**config.mk**
```make
export PLATFORM = sky130hd
export DESIGN_NAME = uart_rx_os
export DESIGN_NICKNAME = d
export VERILOG_FILES = /design/src/rtl/uart_rx_os.sv
export SDC_FILE = /design/constraint.sdc
export NUM_CORES = 1
export LEC_CHECK = 0
export ABC_CLOCK_PERIOD_IN_PS = 3300
export BUFFER_PORTS_ARGS = -buffer_cell sky130_fd_sc_hd__buf_2
export CELL_PAD_IN_SITES_DETAIL_PLACEMENT = 1
export CELL_PAD_IN_SITES_GLOBAL_PLACEMENT = 1
export CORE_MARGIN = 2
export CORE_UTILIZATION = 50
export DETAILED_ROUTE_END_ITERATION = 8
export GPL_TIMING_DRIVEN = 0
export PLACE_DENSITY = 0.9
export SLEW_MARGIN = 10
export SYNTH_ARGS = -nofsm -noshare
export SYNTH_HDL_FRONTEND = slang
export SYNTH_SLANG_ARGS = --single-unit
```
**constraint.sdc**
```tcl
create_clock -name clk -period 3.3 [get_ports clk]
set_clock_uncertainty 0.2 [all_clocks]
set_input_delay 0.825 -clock clk [delete_from_list [all_inputs] [get_ports clk]]
set_output_delay 0.825 -clock clk [all_outputs]
set_load 0.05 [all_outputs]
```
**src/rtl/uart_rx_os.sv**
```systemverilog
// uart_rx_os: oversampling UART receiver with configurable width and parity.
// rx is double-flopped, then sampled mid-bit on tick enables. Each frame ends
// with a one-clock done pulse carrying the word and the parity/frame flags.
// Optional build macro UART_RX_MAJORITY_EN: each bit decision becomes a 2-of-3
// vote over the ticks at mid-1, mid and mid+1. It is off by default, and then
// only the single-sample path is built.
module uart_rx_os #(
  parameter int DATA_BITS   = 8,
  parameter int OVERSAMPLE  = 16,
  parameter int PARITY_MODE = 0
) (
  input  logic                 clk,
  input  logic                 rst,
  input  logic                 rx,
  input  logic                 tick,
  output logic [DATA_BITS-1:0] dout,
  output logic                 done,
  output logic                 busy,
  output logic                 parity_err,
  output logic                 frame_err
);

  localparam int TW = $clog2(OVERSAMPLE);
  localparam logic [TW-1:0] MID     = TW'(OVERSAMPLE / 2 - 1);
  localparam logic [TW-1:0] LAST    = TW'(OVERSAMPLE - 1);
  localparam logic [3:0]    LASTBIT = 4'(DATA_BITS - 1);

  typedef enum logic [2:0] {IDLE, START, DATA, PARITY, STOP} state_t;

  state_t               state;
  logic [1:0]           sync;
  logic                 rxs;
  logic [TW-1:0]        tcnt;
  logic [3:0]           bcnt;
  logic [DATA_BITS-1:0] shreg;
  logic                 perr_q;
  logic                 armed;
  logic                 bitval;
  logic                 par_x;

`ifdef UART_RX_MAJORITY_EN
  localparam logic [TW-1:0] MIDM1     = TW'(OVERSAMPLE / 2 - 2);
  localparam logic [TW-1:0] LASTM1    = TW'(OVERSAMPLE - 2);
  localparam logic [TW-1:0] START_DEC = TW'(OVERSAMPLE / 2);
  localparam logic [TW-1:0] DATA_DEC  = '0;
  localparam logic [TW-1:0] RELOAD    = TW'(1);

  logic [1:0] win;

  // Capture the samples at mid-1 and mid; the vote completes with rxs at mid+1
  always_ff @(posedge clk or posedge rst) begin
    if (rst) begin
      win <= 2'b11;
    end else if (tick) begin
      if ((state == START) ? (tcnt == MIDM1) : (tcnt == LASTM1)) win[0] <= rxs;
      if ((state == START) ? (tcnt == MID) : (tcnt == LAST)) win[1] <= rxs;
    end
  end

  assign bitval = (win[0] & win[1]) | (win[0] & rxs) | (win[1] & rxs);
`else
  localparam logic [TW-1:0] START_DEC = MID;
  localparam logic [TW-1:0] DATA_DEC  = LAST;
  localparam logic [TW-1:0] RELOAD    = '0;

  assign bitval = rxs;
`endif

  assign rxs   = sync[1];
  assign par_x = (^shreg) ^ bitval;

  // Two-flop synchroniser, preset to idle-high so reset never looks like a start
  always_ff @(posedge clk or posedge rst) begin
    if (rst) sync <= 2'b11;
    else     sync <= {sync[0], rx};
  end

  // Frame FSM: everything advances on tick only; done pulses for a single clk
  always_ff @(posedge clk or posedge rst) begin
    if (rst) begin
      state      <= IDLE;
      tcnt       <= '0;
      bcnt       <= '0;
      shreg      <= '0;
      perr_q     <= 1'b0;
      armed      <= 1'b1;
      dout       <= '0;
      done       <= 1'b0;
      busy       <= 1'b0;
      parity_err <= 1'b0;
      frame_err  <= 1'b0;
    end else begin
      done <= 1'b0;
      if (tick) begin
        if (rxs) armed <= 1'b1;
        unique case (state)
          IDLE: begin
            if (!rxs && armed) begin
              state <= START;
              tcnt  <= '0;
            end
          end
          START: begin
            tcnt <= tcnt + 1'b1;
            if (tcnt == START_DEC) begin
              if (!bitval) begin
                state  <= DATA;
                tcnt   <= RELOAD;
                bcnt   <= '0;
                busy   <= 1'b1;
                perr_q <= 1'b0;
              end else begin
                state <= IDLE;
              end
            end
          end
          DATA: begin
            tcnt <= tcnt + 1'b1;
            if (tcnt == DATA_DEC) begin
              shreg <= {bitval, shreg[DATA_BITS-1:1]};
              bcnt  <= bcnt + 1'b1;
              if (bcnt == LASTBIT) state <= (PARITY_MODE != 0) ? PARITY : STOP;
            end
          end
          PARITY: begin
            tcnt <= tcnt + 1'b1;
            if (tcnt == DATA_DEC) begin
              perr_q <= (PARITY_MODE == 1) ? ~par_x : par_x;
              state  <= STOP;
            end
          end
          STOP: begin
            tcnt <= tcnt + 1'b1;
            if (tcnt == DATA_DEC) begin
              done       <= 1'b1;
              dout       <= shreg;
              parity_err <= perr_q;
              frame_err  <= ~bitval;
              busy       <= 1'b0;
              armed      <= bitval;
              state      <= IDLE;
            end
          end
          default: state <= IDLE;
        endcase
      end
    end
  end

endmodule

```
==> metrics.txt <==
critical path data required time=3.33 ns; share of the synthesized area in the top cell type=46.51%; Setup-failing EPs final=0; gr usage total=22.23%; Tmin final=2.075 ns; clock latency on the worst-skew pair=0.34 ns; worst setup path class=reg2reg; Mapped Area=1722 um2; CTS Buf Count=5; pin count of the biggest net entering global routing=36; port buffer count=14; Hold Slack=0.1611 ns; Yosys top cell by area=dfrtp_1; final max-slew violation count=0; number of synthesized flops with an enable pin=0; Clock Path Buffers=2; CTS HTree Levels=2; first-pass GRT wire length=6665 um; Root Driver=clkbuf_4; DRC=0; Placed Area=1849 um2; endpoints failing hold=0; layout cells sized above 1=29.31%; grt met3 use=6.667%; row count=21; max frequency=482.0 MHz; fillers=367; Max FO, Critical Path=7; Setup crit end kind=flop; M1 GR Usage=27.43%; setup ws final=1.225 ns; async set-reset flop share out of synthesis=100.0%; fin nets=179; core area=3311 um2; final cell count without fillers=220; HP Class=reg2reg; initial antenna violation count=0; most frequent cells after synthesis=35 x nand2_1, 32 x dfrtp_1, 9 x mux2_2; remaining antenna violation count after routing=0; # placed instances=212; area delta synth->final=11.63%; crit start category=flop; max-capacitance violation count=0; Initial Utilization=52.00%; vias per cell=5.527; clock sinks=35; Top Ports=16; Setup TNS=0 ns; VDD IR-drop max=0.2918 mV; die area=3929 um2; detailed placer's ending HPWL=2791 um; pre-CTS WS=0.9243 ns; Gate Count Post-Synth=152; largest cells by area after synthesis=dfrtp_1 47%, nand2_1 7.6%, mux2_2 5.9%; vias in the first global route=1329; RePlAce Congestion=0.7627; Ys Warns=0; crit path DAT=2.11 ns; RSZ-0062 raised after global routing=false; Die X=62.68 um; count leader, synth=nand2_1; CTS Hold Buffers Added=0; CTS tree=done; global routing's busiest layer=met2; DR pass1 iterations=4; DRT iter0 DRCs=42; Resized cells post-CTS=0; Synth cell types=45; Slew headroom=53.31%; met2 Usage GRT=37.63%; setup repair bufs after CTS=0; Die Span Y=62.68 um; Syn Nets=158; Detailed Route WL=3726 um; Syn Area/Cell=11.33 um2; synthesized flop and latch total=35; CTS clk-pin slew, worst paths=0.10 ns; Top FF cell, synth=dfrtp_1; worst-margin pin slew=0.6993 ns; sequential fraction of the synthesis area=51.09%; outcome=finished, final reports clean; final period utilization=62.87%; pwr dens=607.9 nW/um2; Pleak=0.9658 nW; # diodes=0; design area=1922 um2; DR vias=1216; Wirelength per Cell=16.94 um; GRT Residual Overflow=0
## sequential cells by signal, summed over array words and instances (netlist names)
signal and flops:
busy 1, armed 1, state 3, perr_q 1
bcnt 4, frame_err 1, done 1, dout 8
tcnt 4, shreg 8, sync 2, parity_err 1
## worst max-delay path: stages, from the launching register on
cell       delay [ns]
dfrtp_1          0.40
ha_1             0.30
nand4bb_1        0.25
o31ai_2          0.36
o21ai_1          0.17
mux2_2           0.29
## metrics by stage
stage | total power, mW | util [%]
CTS | 1.177 | 58.05
floorplan | 0.8252 | -
detailed placement | 0.9063 | 55.86
global route | 1.246 | 58.05
finish | 1.168 | 58.05
global placement | 0.8751 | 55.86
## metal layers
layer | routed length, um | part of all wire [%]
met1 | 1629 | 44
met2 | 1916 | 51
met3 | 129 | 3.5
met4 | 50 | 1.3
met5 | 0 | 0
## where the power goes
part           switching (mW)  total (mW)  internal (mW)
logic                   0.203       0.376          0.173
clock network           0.141       0.265          0.124
registers              0.0517       0.527          0.476
total                   0.395        1.17          0.773
## final cells by class
class	count	area (um2)	area share (%)
tap	46	57.56	2.995
clock inverter	1	7.507	0.3906
buffer	6	43.79	2.279
timing repair buffer	14	70.07	3.646
sequential	35	879.6	45.77
multi-input combinational	108	787.0	40.95
clock buffer	7	65.06	3.385
inverter	3	11.26	0.5859
## kinds of logic (layout without fill, tap and decap cells)
logic type,count (synthesis),count (layout),synth area share [%]
and+or+nand+nor,62,62,18.90
xor gates and xnor gates,7,7,4.360
adders and majority gates,2,2,1.453
muxes,13,13,8.794
buffers and inverters,9,31,3.198
AOI/OAI and AO/OA,24,24,12.21
DFF,35,35,51.09
## cells in the final DEF (no fill, tap or decap), drive strengths merged, types with 2 or more instances in the layout
cell type | netlist | layout
o31ai | 3 | 3
mux2 | 11 | 11
ha | 2 | 2
nor2 | 3 | 3
nor2b | 4 | 4
dfrtp | 32 | 32
xnor2 | 4 | 4
o21a | 3 | 3
nand3 | 4 | 4
nand2b | 2 | 2
a21oi | 2 | 2
clkbuf | 1 | 8
inv | 2 | 2
a22o | 2 | 2
nand3b | 2 | 2
xor2 | 2 | 2
buf | 5 | 19
a32o | 2 | 2
o21ai | 7 | 7
nand2 | 35 | 35
nand4 | 2 | 2
mux2i | 2 | 2
dfstp | 3 | 3
nand4bb | 2 | 2
and3 | 2 | 2
## path summary, 6_finish.rpt
check | from | to | slack (ns) | depth (start not counted)
max | tcnt[0]$_DFFE_PP0P_ | bcnt[0]$_DFFE_PP0P_ | 1.23 | 5
min | sync[0]$_DFF_PP1_ | sync[1]$_DFF_PP1_ | 0.16 | 0
max reg2reg | tcnt[0]$_DFFE_PP0P_ | bcnt[0]$_DFFE_PP0P_ | 1.23 | 5
min reg2reg | sync[0]$_DFF_PP1_ | sync[1]$_DFF_PP1_ | 0.16 | 0
max in group asynchronous | rst | shreg[3]$_DFFE_PP0P_ | 2.06 | 2
min in group asynchronous | rst | shreg[1]$_DFFE_PP0P_ | 0.38 | 2
(Power assumes the default switching activity.)
